`src/rtl/sdram_arbiter_if.sv`:
```
// Request/response bundle between the three requesters, the arbiter and the sdram controller.
interface sdram_arbiter_if;
  logic        p0_req, p0_we, p0_ack;
  logic [24:0] p0_addr;
  logic [7:0]  p0_din, p0_dout;
  logic        p1_req, p1_we, p1_ack;
  logic [24:0] p1_addr;
  logic [7:0]  p1_din, p1_dout;
  logic        p2_req, p2_we, p2_ack;
  logic [24:0] p2_addr;
  logic [7:0]  p2_din, p2_dout;
  logic        mem_cs, mem_we, mem_refresh, mem_ready;
  logic [24:0] mem_addr;
  logic [7:0]  mem_din, mem_dout;

  modport slave (
    input  p0_req, p0_we, p0_addr, p0_din,
    input  p1_req, p1_we, p1_addr, p1_din,
    input  p2_req, p2_we, p2_addr, p2_din,
    output p0_dout, p0_ack, p1_dout, p1_ack, p2_dout, p2_ack,
    output mem_cs, mem_we, mem_addr, mem_din, mem_refresh,
    input  mem_dout, mem_ready
  );

  modport master (
    output p0_req, p0_we, p0_addr, p0_din,
    output p1_req, p1_we, p1_addr, p1_din,
    output p2_req, p2_we, p2_addr, p2_din,
    input  p0_dout, p0_ack, p1_dout, p1_ack, p2_dout, p2_ack,
    input  mem_cs, mem_we, mem_addr, mem_din, mem_refresh,
    output mem_dout, mem_ready
  );
endinterface

```
`src/rtl/sdram_arbiter.sv`:
```
// Three-port + refresh slot arbiter in front of the sdram controller.
// Every access occupies one fixed SLOT_LEN-clock slot; all outputs registered.
module sdram_arbiter_port (
  input  logic       clk,
  input  logic       reset,
  input  logic       cap,
  input  logic       ack_nxt,
  input  logic [7:0] mem_dout,
  output logic [7:0] dout,
  output logic       ack
);
  always_ff @(posedge clk) begin
    if (reset) begin
      dout <= '0;
      ack  <= 1'b0;
    end else begin
      ack <= ack_nxt;
      if (cap) dout <= mem_dout;
    end
  end
endmodule

module sdram_arbiter #(
  parameter int SLOT_LEN         = 8,
  parameter int REFRESH_INTERVAL = 499
) (
  input  logic           clk,
  input  logic           reset,
  sdram_arbiter_if.slave bus
);
  localparam int SW = (SLOT_LEN > 2) ? $clog2(SLOT_LEN) : 1;
  localparam int TW = (REFRESH_INTERVAL > 2) ? $clog2(REFRESH_INTERVAL) : 1;
  localparam logic [SW-1:0] S_LAST = SW'(SLOT_LEN - 1);
  localparam logic [SW-1:0] S_CAP  = SW'(SLOT_LEN - 2);
  localparam logic [TW-1:0] T_LAST = TW'(REFRESH_INTERVAL - 1);

  typedef enum logic       {ST_IDLE, ST_SLOT} state_t;
  typedef enum logic [1:0] {K_REF, K_P0, K_P1, K_P2} kind_t;

  function automatic logic [2:0] port_sel(input kind_t k);
    case (k)
      K_P0:    return 3'b001;
      K_P1:    return 3'b010;
      K_P2:    return 3'b100;
      default: return 3'b000;
    endcase
  endfunction

  logic [2:0]       req, we, elig, cap, ack_nxt, ack;
  logic [2:0][24:0] addr;
  logic [2:0][7:0]  din, dout;

  assign req  = {bus.p2_req,  bus.p1_req,  bus.p0_req};
  assign we   = {bus.p2_we,   bus.p1_we,   bus.p0_we};
  assign addr = {bus.p2_addr, bus.p1_addr, bus.p0_addr};
  assign din  = {bus.p2_din,  bus.p1_din,  bus.p0_din};

  state_t          state, nstate;
  kind_t           kind, nkind, gkind;
  logic [SW-1:0]   s, ns;
  logic [TW-1:0]   tmr;
  logic [1:0]      ref_pending, pend_nxt, gidx;
  logic            rr, last, decide, grant, wrap;
  logic            mem_cs_q, mem_we_q, mem_ref_q;
  logic [24:0]     mem_addr_q;
  logic [7:0]      mem_din_q;

  always_comb begin
    last   = (state == ST_SLOT) && (s == S_LAST);
    decide = (state == ST_IDLE) || last;
    // The port being acked still holds req during its ack clock; keep it out of the re-grant.
    elig   = req & ~({3{last}} & port_sel(kind));
    grant  = 1'b0;
    gkind  = K_REF;
    if (decide && bus.mem_ready) begin
      grant = 1'b1;
      if (ref_pending != 2'd0)           gkind = K_REF;
      else if (elig[0])                  gkind = K_P0;
      else if (elig[1] && !(elig[2] && rr)) gkind = K_P1;
      else if (elig[2])                  gkind = K_P2;
      else                               grant = 1'b0;
    end
    case (gkind)
      K_P1:    gidx = 2'd1;
      K_P2:    gidx = 2'd2;
      default: gidx = 2'd0;
    endcase

    nstate = state;
    nkind  = kind;
    ns     = s + 1'b1;
    if (grant) begin
      nstate = ST_SLOT;
      nkind  = gkind;
      ns     = '0;
    end else if (decide) begin
      nstate = ST_IDLE;
      ns     = '0;
    end

    wrap     = (tmr == T_LAST);
    pend_nxt = ref_pending - {1'b0, (grant && gkind == K_REF)};
    if (wrap && pend_nxt != 2'd3) pend_nxt = pend_nxt + 2'd1;

    cap     = {3{(state == ST_SLOT) && (s == S_CAP) && !mem_we_q}} & port_sel(kind);
    ack_nxt = {3{(nstate == ST_SLOT) && (ns == S_LAST)}} & port_sel(nkind);
  end

  always_ff @(posedge clk) begin
    if (reset) begin
      state       <= ST_IDLE;
      kind        <= K_REF;
      s           <= '0;
      tmr         <= '0;
      ref_pending <= '0;
      rr          <= 1'b0;
      mem_cs_q    <= 1'b0;
      mem_ref_q   <= 1'b0;
      mem_we_q    <= 1'b0;
      mem_addr_q  <= '0;
      mem_din_q   <= '0;
    end else begin
      state       <= nstate;
      kind        <= nkind;
      s           <= ns;
      tmr         <= wrap ? '0 : tmr + 1'b1;
      ref_pending <= pend_nxt;
      if (grant && gkind == K_P1)      rr <= 1'b1;
      else if (grant && gkind == K_P2) rr <= 1'b0;
      if (grant && gkind != K_REF) begin
        mem_we_q   <= we[gidx];
        mem_addr_q <= addr[gidx];
        mem_din_q  <= din[gidx];
      end
      // Strobes drop in the last slot clock so the next slot always sees a fresh rising edge.
      mem_cs_q  <= (nstate == ST_SLOT) && (nkind != K_REF) && (ns != S_LAST);
      mem_ref_q <= (nstate == ST_SLOT) && (nkind == K_REF) && (ns != S_LAST);
    end
  end

  for (genvar i = 0; i < 3; i++) begin : g_port
    sdram_arbiter_port u_port (
      .clk      (clk),
      .reset    (reset),
      .cap      (cap[i]),
      .ack_nxt  (ack_nxt[i]),
      .mem_dout (bus.mem_dout),
      .dout     (dout[i]),
      .ack      (ack[i])
    );
  end

  assign bus.p0_dout     = dout[0];
  assign bus.p1_dout     = dout[1];
  assign bus.p2_dout     = dout[2];
  assign bus.p0_ack      = ack[0];
  assign bus.p1_ack      = ack[1];
  assign bus.p2_ack      = ack[2];
  assign bus.mem_cs      = mem_cs_q;
  assign bus.mem_refresh = mem_ref_q;
  assign bus.mem_we      = mem_we_q;
  assign bus.mem_addr    = mem_addr_q;
  assign bus.mem_din     = mem_din_q;
endmodule

```
`src/flat_wrapper.sv`:
```
// flat-port wrapper written by rule: the top's interface ports become plain ports
module sdram_arbiter_flat 
#(
  parameter int SLOT_LEN         = 8,
  parameter int REFRESH_INTERVAL = 499
)
  (clk, reset, bus_p0_req, bus_p0_we, bus_p0_addr, bus_p0_din, bus_p1_req, bus_p1_we, bus_p1_addr, bus_p1_din, bus_p2_req, bus_p2_we, bus_p2_addr, bus_p2_din, bus_p0_dout, bus_p0_ack, bus_p1_dout, bus_p1_ack, bus_p2_dout, bus_p2_ack, bus_mem_cs, bus_mem_we, bus_mem_addr, bus_mem_din, bus_mem_refresh, bus_mem_dout, bus_mem_ready);
  sdram_arbiter_if bus_i ();
  input  logic clk;
  input  logic reset;
  input wire logic [$bits(bus_i.p0_req)-1:0] bus_p0_req;
  input wire logic [$bits(bus_i.p0_we)-1:0] bus_p0_we;
  input wire logic [$bits(bus_i.p0_addr)-1:0] bus_p0_addr;
  input wire logic [$bits(bus_i.p0_din)-1:0] bus_p0_din;
  input wire logic [$bits(bus_i.p1_req)-1:0] bus_p1_req;
  input wire logic [$bits(bus_i.p1_we)-1:0] bus_p1_we;
  input wire logic [$bits(bus_i.p1_addr)-1:0] bus_p1_addr;
  input wire logic [$bits(bus_i.p1_din)-1:0] bus_p1_din;
  input wire logic [$bits(bus_i.p2_req)-1:0] bus_p2_req;
  input wire logic [$bits(bus_i.p2_we)-1:0] bus_p2_we;
  input wire logic [$bits(bus_i.p2_addr)-1:0] bus_p2_addr;
  input wire logic [$bits(bus_i.p2_din)-1:0] bus_p2_din;
  output wire logic [$bits(bus_i.p0_dout)-1:0] bus_p0_dout;
  output wire logic [$bits(bus_i.p0_ack)-1:0] bus_p0_ack;
  output wire logic [$bits(bus_i.p1_dout)-1:0] bus_p1_dout;
  output wire logic [$bits(bus_i.p1_ack)-1:0] bus_p1_ack;
  output wire logic [$bits(bus_i.p2_dout)-1:0] bus_p2_dout;
  output wire logic [$bits(bus_i.p2_ack)-1:0] bus_p2_ack;
  output wire logic [$bits(bus_i.mem_cs)-1:0] bus_mem_cs;
  output wire logic [$bits(bus_i.mem_we)-1:0] bus_mem_we;
  output wire logic [$bits(bus_i.mem_addr)-1:0] bus_mem_addr;
  output wire logic [$bits(bus_i.mem_din)-1:0] bus_mem_din;
  output wire logic [$bits(bus_i.mem_refresh)-1:0] bus_mem_refresh;
  input wire logic [$bits(bus_i.mem_dout)-1:0] bus_mem_dout;
  input wire logic [$bits(bus_i.mem_ready)-1:0] bus_mem_ready;
  assign bus_i.p0_req = bus_p0_req;
  assign bus_i.p0_we = bus_p0_we;
  assign bus_i.p0_addr = bus_p0_addr;
  assign bus_i.p0_din = bus_p0_din;
  assign bus_i.p1_req = bus_p1_req;
  assign bus_i.p1_we = bus_p1_we;
  assign bus_i.p1_addr = bus_p1_addr;
  assign bus_i.p1_din = bus_p1_din;
  assign bus_i.p2_req = bus_p2_req;
  assign bus_i.p2_we = bus_p2_we;
  assign bus_i.p2_addr = bus_p2_addr;
  assign bus_i.p2_din = bus_p2_din;
  assign bus_p0_dout = bus_i.p0_dout;
  assign bus_p0_ack = bus_i.p0_ack;
  assign bus_p1_dout = bus_i.p1_dout;
  assign bus_p1_ack = bus_i.p1_ack;
  assign bus_p2_dout = bus_i.p2_dout;
  assign bus_p2_ack = bus_i.p2_ack;
  assign bus_mem_cs = bus_i.mem_cs;
  assign bus_mem_we = bus_i.mem_we;
  assign bus_mem_addr = bus_i.mem_addr;
  assign bus_mem_din = bus_i.mem_din;
  assign bus_mem_refresh = bus_i.mem_refresh;
  assign bus_i.mem_dout = bus_mem_dout;
  assign bus_i.mem_ready = bus_mem_ready;
  sdram_arbiter #(.SLOT_LEN(SLOT_LEN), .REFRESH_INTERVAL(REFRESH_INTERVAL)) u_core (.clk(clk), .reset(reset), .bus(bus_i));
endmodule
```
`config.mk`:
```
export PLATFORM = sky130hd
export DESIGN_NAME = sdram_arbiter_flat
export DESIGN_NICKNAME = d
export VERILOG_FILES = /design/src/rtl/sdram_arbiter_if.sv /design/src/rtl/sdram_arbiter.sv /design/src/flat_wrapper.sv
export SDC_FILE = /design/constraint.sdc
export NUM_CORES = 1
export LEC_CHECK = 0
export CAP_MARGIN = 20
export CORE_MARGIN = 2
export CORE_UTILIZATION = 43
export CTS_BUF_LIST = sky130_fd_sc_hd__clkbuf_8
export DETAILED_ROUTE_END_ITERATION = 12
export PLACE_DENSITY_LB_ADDON = 0.08
export SYNTH_ARGS = -nofsm -noshare
export SYNTH_HDL_FRONTEND = slang
export SYNTH_SLANG_ARGS = --single-unit
```
`constraint.sdc`:
```
create_clock -name clk -period 2.6 [get_ports clk]
set_clock_uncertainty 0.1 [all_clocks]
set_input_delay 0.65 -clock clk [delete_from_list [all_inputs] [get_ports clk]]
set_output_delay 0.65 -clock clk [all_outputs]
set_load 0.02 [all_outputs]
```
==> results.ini <==
[outcome]
status=finished clean

[hold_path]
hold_path_class=reg2reg

[global_routing]
grtUsageTotal_pct=21.8
antenna_found_initial=0
grt_overflow=0
grt_max_degree=68
grt_pass1_wl_mm=17.3
grt_pass1_vias=3460

[yosys]
synth_fa_ha_area_share_pct=2.18
synth_commonest_cells=81 x dfxtp_1, 59 x mux2i_1, 46 x nor2_1
synth_cell_type_count=39
synth.ff_latch_count=81
synth_top_family_by_area=compound AO/OA/AOI/OAI gates
synth.area.mux_share_pct=14.7
synthesis.instances=388
synth_nets=511
synthesis.area_um2=4020
ys_seq_area_share_pct=40.4
synth_top_cell_by_area=dfxtp_1
synthSimpleGateAreaFrac_pct=12.7
yosysTopAreaCellShare_pct=40.4
synthTopCellsByArea=dfxtp_1 40%, mux2i_1 15%, a221oi_2 13%, a21oi_2 6.5%, nor2_1 4.3%
yosysMostFrequentCell=dfxtp_1
synth_edf_count=0
synthArstFlopShare_pct=0
synth_warnings=0
synth_ff_type=dfxtp_1
synth_compound_area_share_pct=22.8
synth_xor_area_share_pct=1.96
avgSynthCellArea_um2=10.4

[placement]
portBuffers=178
hpwl_mm=8.22
gp_congestion=0.788

[flow_run]
max_cap_viol_count=0

[layout]
fill_cells=745
nets=689
antenna_cells=0
drive_above_1_share_pct=17.9
syn_to_final_growth_pct=54.6
finalCoreUtilization_pct=67.8

[sta]
report.final.slew_viol_count=0
final_hold_viol_count=0
max_freq_mhz=418
setup_viol=0
worstMarginPinSlew_ns=0.673
period_needed_ns=2.39
fin_crit_sh_pct=92.0
setup_tns_ns=0
rsz0062_at_grt=no
slew_headroom_pct=55.0

[setup_path]
slowest_stage=dfxtp_1
max_stage_delay_ns=0.42
cp.required_ns=2.78
path_max_fanout=24
crit_family=simple AND/OR/NAND/NOR gates
startpoint_type=flop
cpMostUsedCell=ha_1
arrival_ns=2.57
path_cells=ha_1 > ha_1 > nand2b_1 > and3_1 > nor3b_4 > buf_4 > buf_12 > a21oi_2 > a221oi_2
critPathCaptureType=flop
cp_num_buf_inv=2
critical_path_class=reg2reg

[route]
ant_nets=0
drc=0
drt-pass1-iter-count=4
drtIter0Drc=103
vias=3518
totalWireLength_mm=11.1
post_drt_wl_per_cell_um=16.3
routed_via_density=5.16

[clocking]
holdBufCountCts=0
clkSinkCount=81
cts_tree=yes
clk_path_buf_depth=2
numCtsBuffers=9
postCtsSetupRepairBufs=0
cts.htree.levels=3
cts_resized=0
cts.clk_slew.worst_paths_ns=0.09
cts_root_buf=clkbuf_8
clock_latency_ns=0.36

[floorplan]
initial_core_util_pct=43.9
die_width_um=101
design.die.area_um2=10100
num_rows=35
io_pins=179
core-area_um2=9150
fp.dieH_um=101

[power]
max-vdd-ir-drop_mv=0.389
p_leak_nw=2.27
power_density_nw_per_um2=514

cell type report:
type | count | area (µm²) | share of cell area [%]
Multi-Input combinational cell | 273 | 2180 | 35.2
Tap cell | 111 | 139 | 2.24
Timing Repair Buffer | 194 | 2010 | 32.4
Clock inverter | 7 | 106 | 1.71
Inverter | 7 | 26.3 | 0.423
Sequential cell | 81 | 1620 | 26.1
Clock buffer | 9 | 124 | 1.99
worst paths after layout:
kind,cells after the start,slack (ns),from,to
max,9,0.21,u_core.s[0],u_core.bus.mem_we
min,2,0.37,u_core.bus.mem_addr[14],u_core.bus.mem_addr[14]
max reg2reg,9,0.21,u_core.s[0],u_core.bus.mem_we
min reg2reg,2,0.37,u_core.bus.mem_addr[14],u_core.bus.mem_addr[14]
kinds of logic after synthesis:
| group | count (synthesis) |
|---|---|
| flops | 81 |
| compound gates | 85 |
| mux | 59 |
| buf+inv | 34 |
| simple gates | 113 |
| fa+ha+maj | 7 |
| xor+xnor | 9 |
per-stage QoR:
stage                     std cells  hold WS [ns]  worst slack, ns  area, µm²  total power, mW
final                           682         0.370            0.208       6210             3.19
after detailed placement        666         0.363          -0.0248       5980             2.15
after global routing            682         0.391           0.0478       6210             3.33
after floorplan                 388         0.337            0.328       4020             1.77
after CTS                       682         0.374            0.201       6210             3.22
after global placement          666         0.351           0.0551       5980             2.13
state kept, by name, summed over array words and instances (netlist names):
signal,flops
u_core.g_port.u_port.dout,24
u_core.g_port.u_port.ack,3
u_core.bus.mem_cs,1
u_core.rr,1
u_core.s,3
u_core.bus.mem_addr,25
u_core.kind,2
u_core.bus.mem_we,1
u_core.ref_pending,2
u_core.state,1
u_core.bus.mem_din,8
u_core.tmr,9
u_core.bus.mem_refresh,1
worst min-delay path, delay by kind of cell (launching register included):
family | cells | cell delay [ns]
AO/OA/AOI/OAI | 1 | 0.05
flip-flops | 1 | 0.31
AND/OR/NAND/NOR | 1 | 0.06
per-layer routing:
layer / vias to the layer above / GRT usage (%) / part of all wire [%]
li1: 1753 / - / -
met1: 1640 / 26.1 / 44
met2: 109 / 38.3 / 49
met3: 16 / 4.16 / 5.5
met4: 0 / 8.64 / 1.8
met5: - / 0 / 0
where the power goes:
group          switching (mW)  internal, mW  total (mW)
registers              0.0442          1.31        1.35
logic                   0.352         0.414       0.766
clock network           0.512         0.559        1.07
total                   0.908          2.28        3.19
cell usage in the layout, fill, tap and decap left out, types with 2 or more instances in the layout:
master and n:
nand2_1 41, buf_4 7, clkbuf_8 9, nor2_1 46, o21a_1 2, nor3_1 5, inv_1 7, nand4_1 4
mux2i_1 59, xor2_1 4, nor2b_1 2, nor3b_1 2, buf_12 9, xnor2_1 5, nand2b_1 3, bufinv_16 2
a221oi_2 34, a21oi_2 30, and4_1 2, ha_1 7, and3_1 2, nand3_1 2, clkdlybuf4s50_1 177, a21oi_1 8
dfxtp_1 81, inv_6 3
Note: power is estimated with default switching activity, not from simulation.
